===== config.mk =====
export PLATFORM = sky130hd
export DESIGN_NAME = grf_scoreboard
export DESIGN_NICKNAME = d
export VERILOG_FILES = /design/src/rtl/grf_scoreboard.sv
export SDC_FILE = /design/constraint.sdc
export NUM_CORES = 1
export LEC_CHECK = 0
export ABC_AREA = 0
export ABC_CLOCK_PERIOD_IN_PS = 8250
export CAP_MARGIN = 40
export CORE_UTILIZATION = 50
export CTS_CLUSTER_SIZE = 30
export DETAILED_ROUTE_END_ITERATION = 10
export PLACE_DENSITY = 0.78
export SETUP_SLACK_MARGIN = 0.2
export SYNTH_ARGS = -nofsm -noshare
export SYNTH_HDL_FRONTEND = slang
export SYNTH_SLANG_ARGS = --single-unit

===== constraint.sdc =====
create_clock -name clk -period 8.25 [get_ports clk]
set_input_delay 2.475 -clock clk [delete_from_list [all_inputs] [get_ports clk]]
set_output_delay 2.475 -clock clk [all_outputs]
set_load 0.005 [all_outputs]

===== src/rtl/grf_scoreboard.sv =====
// grf_scoreboard: register-file hazard scoreboard that produces stall and operand forwarding selects
// Ports:
//   clk, reset           clock and synchronous active-high reset
//   id_valid             a real instruction is present in ID
//   id_rs, id_rt         source register numbers read in ID
//   id_rs_tuse/rt_tuse   cycles until each operand is consumed (3 = unused)
//   id_we, id_wa         ID instruction writes register id_wa
//   id_tnew              cycles until the result exists, counted from entry into E
//   e_clr                kill the instruction entering E this cycle
//   stall                freeze PC/IF/ID and bubble E
//   fwd_rs_sel/rt_sel    operand source: 0 GRF, 1 E, 2 M, 3 W
//   stall_count          saturating count of stall cycles
// Macro GRF_BYPASS_EN: a W-stage hit reads the GRF (sel 0) via its write-through.
module grf_scoreboard (
  input  logic        clk,
  input  logic        reset,
  input  logic        id_valid,
  input  logic [4:0]  id_rs,
  input  logic [4:0]  id_rt,
  input  logic [1:0]  id_rs_tuse,
  input  logic [1:0]  id_rt_tuse,
  input  logic        id_we,
  input  logic [4:0]  id_wa,
  input  logic [1:0]  id_tnew,
  input  logic        e_clr,
  output logic        stall,
  output logic [1:0]  fwd_rs_sel,
  output logic [1:0]  fwd_rt_sel,
  output logic [31:0] stall_count
);
  // index 0 = E, 1 = M, 2 = W
  logic [2:0]  v_q, v_d;
  logic [4:0]  wa_q [3];
  logic [4:0]  wa_d [3];
  logic [1:0]  tn_q [3];
  logic [1:0]  tn_d [3];
  logic [31:0] cnt_q, cnt_d;
  logic [2:0]  rs_m, rt_m;
  logic [1:0]  rs_st, rt_st, rs_tn, rt_tn;
  logic        rs_hz, rt_hz;

  function automatic logic [1:0] dec(input logic [1:0] t);
    return (t == 2'd0) ? 2'd0 : t - 2'd1;
  endfunction

  function automatic logic [1:0] nearest(input logic [2:0] m);
    return m[0] ? 2'd1 : m[1] ? 2'd2 : m[2] ? 2'd3 : 2'd0;
  endfunction

  // forwarding only matters when the nearest producer is ready by the time the operand is used
  function automatic logic [1:0] to_sel(input logic [1:0] st, input logic hz);
`ifdef GRF_BYPASS_EN
    return (hz || st == 2'd3) ? 2'd0 : st;
`else
    return hz ? 2'd0 : st;
`endif
  endfunction

  for (genvar i = 0; i < 3; i++) begin : g_m
    assign rs_m[i] = v_q[i] && wa_q[i] == id_rs && id_rs != 5'd0 && id_rs_tuse != 2'd3;
    assign rt_m[i] = v_q[i] && wa_q[i] == id_rt && id_rt != 5'd0 && id_rt_tuse != 2'd3;
  end

  always_comb begin
    rs_st = nearest(rs_m);
    rt_st = nearest(rt_m);
    rs_tn = rs_m[0] ? tn_q[0] : rs_m[1] ? tn_q[1] : rs_m[2] ? tn_q[2] : 2'd0;
    rt_tn = rt_m[0] ? tn_q[0] : rt_m[1] ? tn_q[1] : rt_m[2] ? tn_q[2] : 2'd0;
    rs_hz = rs_st != 2'd0 && rs_tn > id_rs_tuse;
    rt_hz = rt_st != 2'd0 && rt_tn > id_rt_tuse;
    stall = id_valid & (rs_hz | rt_hz);
    fwd_rs_sel = to_sel(rs_st, rs_hz);
    fwd_rt_sel = to_sel(rt_st, rt_hz);
  end

  always_comb begin
    v_d = {v_q[1:0], id_valid & id_we & (id_wa != 5'd0) & ~stall & ~e_clr};
    wa_d = '{id_wa, wa_q[0], wa_q[1]};
    tn_d = '{id_tnew, dec(tn_q[0]), dec(tn_q[1])};
    cnt_d = (stall && cnt_q != 32'hFFFF_FFFF) ? cnt_q + 32'd1 : cnt_q;
  end

  always_ff @(posedge clk) begin
    if (reset) begin
      v_q <= '0;
      wa_q <= '{default: '0};
      tn_q <= '{default: '0};
      cnt_q <= '0;
    end else begin
      v_q <= v_d;
      wa_q <= wa_d;
      tn_q <= tn_d;
      cnt_q <= cnt_d;
    end
  end

  assign stall_count = cnt_q;
endmodule


**Word level (Yosys, flattened, before mapping)**

Index checks and enable logic that the tools add are counted.

- Register bits: 56
- Input port bits: 26

- Add/subtract/negate cells: 3
- Order comparisons: 2
- Equality and inequality tests: 9
- Mux-type cells: 14
- Bitwise gates (word level): 8
- Reduce and logical (&&, ||, !) cells: 30

Operators by type and width:

| operator | number |
|---|---|
| $add 32x1->32 const B | 1 |
| $ne 32x32->1 const B | 1 |
| $eq 5x5->1 | 6 |
| $mux 2 | 14 |
| $logic_and 1x1->1 | 21 |
| $reduce_bool 5->1 | 3 |
| $and 1x1->1 | 5 |
| $gt 2x2->1 | 2 |
| $logic_not 2->1 | 2 |
| $ne 2x2->1 const B | 2 |
| $reduce_bool 2->1 | 2 |
| $reduce_or 2->1 | 2 |
| $sub 2x1->2 const B | 2 |
| $not 1->1 | 2 |
| $or 1x1->1 | 1 |

**Longest topological paths before layout**

Gate-level depths: netlist (run 1).

- Word-level depth: 14
- Mapped depth: 16

**Worst setup path before layout (run 1)**

No wires, ideal clock.

- Path type: input to output
- Start point: input port id_rs[0]
- End point: output port stall
- Arrival: 4.796 ns
- Required time: 5.775 ns
- Slack: 0.979 ns
- Stages on the path: 12
- Path buffers: 0
- Cell sequence: or4_1 -> o21ai_2 -> nand4b_2 -> nor2_1 -> a221oi_1 -> a21oi_1 -> ha_1 -> nor2b_1 -> o21ai_0 -> a31oi_4 -> o21ai_2 -> inv_1

- Word-level cells in the longest chain between the ends: 11
- Elaborated cells between the ends (all ways): 24

Ends and longest elaborated chain:

| item | line | RTL |
|---|---|---|
| start, declared | 18 | `input logic [4:0] id_rs,` |
| $eq 5x5->1 | 60 | `assign rs_m[i] = v_q[i] && wa_q[i] == id_rs && id_rs != 5'd0 && id_rs_tuse != 2'd3;` |
| $logic_and 1x1->1 (3 in a row) | 60 |  |
| $mux 2, on equally long branches (3 in a row) | 67, 47 |  |
| $gt 2x2->1 / $reduce_bool 2->1 (equally long branches) | 69 | `rs_hz = rs_st != 2'd0 && rs_tn > id_rs_tuse;` |
| $logic_and 1x1->1 (*) | 69 |  |
| $or 1x1->1 (*) | 71 | `stall = id_valid & (rs_hz \| rt_hz);` |
| $and 1x1->1 (*) | 71 |  |
| end, declared | 26 | `output logic stall,` |

Mark *: on every way between the ends. The rest lies on a longest branch, timed or not.

**Worst setup path after layout (run 1)**

- Start point: input port id_rs[0]
- End point: output port fwd_rs_sel[0]

- Word-level cells in the longest chain between the ends: 10
- Elaborated cells between the ends (all ways): 23

Ends and longest elaborated chain:

| item | line | RTL |
|---|---|---|
| $eq 5x5->1 | 60 |  |
| $logic_and 1x1->1 (3 in a row) | 60 |  |
| $mux 2, on equally long branches (3 in a row) | 67, 47 |  |
| $gt 2x2->1 / $reduce_bool 2->1 (equally long branches) | 69 |  |
| $logic_and 1x1->1 | 69 |  |
| $mux 2 (*) | 55 | `return hz ? 2'd0 : st;` |
| end, declared | 27 | `output logic [1:0] fwd_rs_sel,` |

Marked as above.

==> results of run 1 <==
## worst max-delay path: stages
cell and delay [ns]:
dlygate4sd2_1 0.27, or4_4 0.57, o21ai_4 0.21, nand4b_4 0.18, nor2_1 0.09, a221oi_2 0.26, a21oi_1 0.07, ha_1 0.34
nor2b_4 0.14, o21a_1 0.17, nor2_1 0.13, clkdlybuf4s50_1 0.52
## layer usage
metal  share of wire, %  track usage [%]  vias to the layer above
li1                   -                -                     1465
met1                 42             30.7                     1433
met2                 51             45.0                       99
met3                5.0             4.20                       14
met4                1.7             8.57                        0
met5                  0                0                        -
## synth_stat cells, types with 3 or more instances
cell type / n / area share, %
a21oi_1: 30 / 4.9
a31oi_4: 3 / 2.1
and3_1: 3 / 0.61
buf_2: 3 / 0.49
clkbuf_1: 9 / 1.1
dfxtp_1: 56 / 37
ha_1: 7 / 2.9
inv_1: 10 / 1.2
nand2_1: 25 / 3.1
nand3_1: 14 / 2.3
nand4_1: 12 / 2.5
nor2_1: 16 / 2.0
nor2b_1: 21 / 4.3
nor3_1: 8 / 1.3
nor4_1: 7 / 1.4
o211ai_1: 3 / 0.74
o21ai_0: 18 / 2.9
o21ai_1: 8 / 1.3
o21ai_2: 3 / 0.86
o31ai_1: 7 / 1.7
or3_1: 19 / 3.9
or4_1: 12 / 2.9
or4_4: 4 / 1.5
xnor2_1: 22 / 6.3
xor2_1: 11 / 3.2
## area by class of cell
type	instances	area share [%]
Multi-Input combinational cell	276	47.4
Sequential cell	56	27.0
Timing Repair Buffer	83	19.8
Tap cell	75	2.26
Clock buffer	5	1.66
Clock inverter	3	1.02
Inverter	10	0.904
## cell usage in the layout (no fill, tap or decap), drive strengths merged, types with 2 or more instances in the layout
| master | instances |
|---|---|
| a211oi | 2 |
| a21oi | 30 |
| a221o | 2 |
| a221oi | 2 |
| a31oi | 4 |
| a41o | 2 |
| and2 | 2 |
| and3 | 3 |
| buf | 22 |
| clkbuf | 5 |
| clkdlybuf4s50 | 50 |
| dfxtp | 56 |
| dlygate4sd2 | 4 |
| dlymetal6s2s | 7 |
| ha | 7 |
| inv | 10 |
| nand2 | 26 |
| nand3 | 14 |
| nand4 | 13 |
| nand4b | 2 |
| nor2 | 18 |
| nor2b | 21 |
| nor3 | 8 |
| nor4 | 7 |
| o211ai | 3 |
| o21a | 2 |
| o21ai | 29 |
| o31ai | 7 |
| or3 | 19 |
| or4 | 16 |
| xnor2 | 22 |
| xor2 | 11 |
## stage by stage
| stage | std cells | instance area, um2 |
|---|---|---|
| 2_1_floorplan | 357 | 3060 |
| 3_3_place_gp | 493 | 3800 |
| 3_5_place_dp | 495 | 3840 |
| 4_1_cts | 507 | 4060 |
| 5_1_grt | 508 | 4150 |
| 6_report | 508 | 4150 |
## how the worst min path moves through the flow
stage | startpoint | endpoint | slack, ns | depth (start not counted)
after floorplan | tn_q[4] | tn_q[2] | 0.43 | 1
after global placement | v_q[0] | v_q[1] | 0.48 | 1
after detailed placement | v_q[1] | v_q[2] | 0.49 | 1
after CTS | v_q[0] | v_q[1] | 0.49 | 1
after global routing | v_q[0] | v_q[1] | 0.50 | 1
final | v_q[0] | v_q[1] | 0.50 | 1
## flip-flops by register name, indices dropped and copies added (netlist names)
register	flops
v_q	3
wa_d	10
tn_q	6
wa_q	5
stall_count	32
## cell families (layout without fill, tap and decap cells)
logic type      Yosys count  in the layout
compound gates           84             84
xor+xnor                 33             33
fa+ha+maj                 7              7
buf+inv                  25            101
flops                    56             56
mux                       1              1
simple gates            151            151
## power groups by stage
stage / registers [mW] / logic [mW] / clock network [mW]
after global routing: 0.281 / 0.0670 / 0.196
after detailed placement: 0.286 / 0.0535 / 0
after floorplan: 0.285 / 0.0272 / 0
after CTS: 0.280 / 0.0584 / 0.183
final: 0.280 / 0.0621 / 0.183
after global placement: 0.286 / 0.0502 / 0
## repair_timing
action,in CTS,in global routing
resized for setup,19,20
endpoints found under the setup margin,5,5
setup buffers,4,1
pin swaps,5,10
==> flow_summary_export.csv, run 1 <==
group,metric,value,unit
status,status,"finished, final reports clean",
sta,post-route-min-period,7.90,ns
power_and_ir_drop,p_seq_share,53.3,%
yosys,synthArstFlopShare,0,%
worst_setup_path,arrival,5.43,ns
yosys,synth.distinct_cells,43,
worst_setup_path,r2r-end,"stall_count[27]",
placement,hpwlAfterDp,5.61,mm
worst_setup_path,endpoint,"fwd_rs_sel[0]",
sta,drv_slew,0,
layout,regArea,1120,um2
clock_network,root_buffer,"clkbuf_8",
worst_setup_path,required,5.78,ns
power_and_ir_drop,p_leak,1.52,nW
clock_network,cts_hold_buf,0,
floorplanning,start_util,51.6,%
detailed_routing,antenna_left,0,
power_and_ir_drop,p_total,0.526,mW
worst_setup_path,critPathLaunch,"id_rs[0]",
layout,multi_input_area,1970,um2
global_route,antenna_found_initial,0,
sta,worst_slack,0.345,ns
global_route,grt_pass1_vias,2787,
sta,rsz0062_at_grt,"false",
detailed_routing,wire_per_inst,15.7,um
layout,diodes,0,
yosys,synth_xor_area_share,9.46,%
power_and_ir_drop,p_sw_share,24.5,%
yosys,synth_edf_count,0,
detailed_routing,avgViaCountPerCell,5.93,
power_and_ir_drop,p_sw,0.129,mW
clock_network,cts.sinks,56,
detailed_routing,drc_errors,0,
worst_setup_path,crit_path_end_kind,"primary output",
worst_setup_path,reg2reg_slack,4.65,ns
power_and_ir_drop,p_clk_share,34.9,%
floorplanning,io_pins,63,
floorplanning,core_area,5920,um2
layout,fillers,455,
yosys,yosys.area_share.adder,2.87,%
global_route,grt_usage,25.3,%
min_path,hold_path.class,"flop to flop",
yosys,muxShareOfSynthArea,0.327,%
sta,fin_crit_sh,95.8,%
yosys,yosysWarnings,0,
sta,fin_worst_skew,0.0121,ns
placement,io_buffers,62,
sta,tns,0,ns
power_and_ir_drop,p_int,0.397,mW
clock_network,path_clk_slew,0.11,ns
global_route,grt_max_degree,54,
layout,final_net_count,465,
detailed_routing,vias,3011,
floorplanning,die_area,6430,um2
yosys,syn_inst,357,
detailed_routing,wl,7.96,mm
yosys,ys_ff_latch,56,
sta,hold_violations,0,
power_and_ir_drop,vdd_ir_drop_max,0.000101,V
yosys,synth_area,3060,um2
layout,drive_gt1_share,14.5,%
floorplanning,fp-row-count,28,
clock_network,h-tree-depth,2,
worst_setup_path,path_max_fanout,4,
sta,whs,0.497,ns
global_route,grt_pass1_wl,12.8,mm
yosys,yosys.area_share.simple,28.9,%
worst_setup_path,start_kind,"primary input",
power_and_ir_drop,combPwrFrac,11.8,%
worst_setup_path,reg2reg_depth,15,
placement,dp_slack,-0.0682,ns
sta,max_freq,127,MHz
worst_setup_path,criticalPathCategory,"primary input to primary output",
clock_network,cts_tree,"built",
yosys,yosysSeqAreaShare,36.7,%
sta,setup_viol,0,
layout,areaGrowthSynthToFinish,35.9,%
floorplanning,die_h,80.2,um
yosys,synth-main-ff-cell,"dfxtp_1",
run,drv_cap,0,
layout,final_util,70.1,%
detailed_routing,drt_iter0_drc,168,
sta,worstMarginPinSlew,0.792,ns
power_and_ir_drop,p_per_area,127,nW/um2
yosys,avgSynthCellArea,8.56,um2
global_route,grt_overflow,0,
yosys,syn_nets,390,
detailed_routing,drt-pass1-iter-count,4,
placement,place_congestion,0.928,
yosys,synth_compound_area_share,18.1,%
clock_network,clkLatencyLatePin,0.32,ns
worst_setup_path,regToRegStartpoint,"wa_d[0]",
clock_network,cts_buffer_depth,2,
clock_network,numCtsBuffers,5,
floorplanning,die_w,80.2,um
sta,relSlewSlack,47.0,%
yosys,synth_top_family_by_area,"simple AND/OR/NAND/NOR gates",
(Power assumes the default switching activity.)
==> run 2: changes to the inputs <==
--- a/config.mk
+++ b/config.mk
@@ -8,6 +8,7 @@
 export ABC_AREA = 0
 export ABC_CLOCK_PERIOD_IN_PS = 8250
 export CAP_MARGIN = 40
+export CORE_MARGIN = 1
 export CORE_UTILIZATION = 50
 export CTS_CLUSTER_SIZE = 30
 export DETAILED_ROUTE_END_ITERATION = 10
==> results of run 2 <==
Final layout, timing and power as in run 1 (identical DEF).
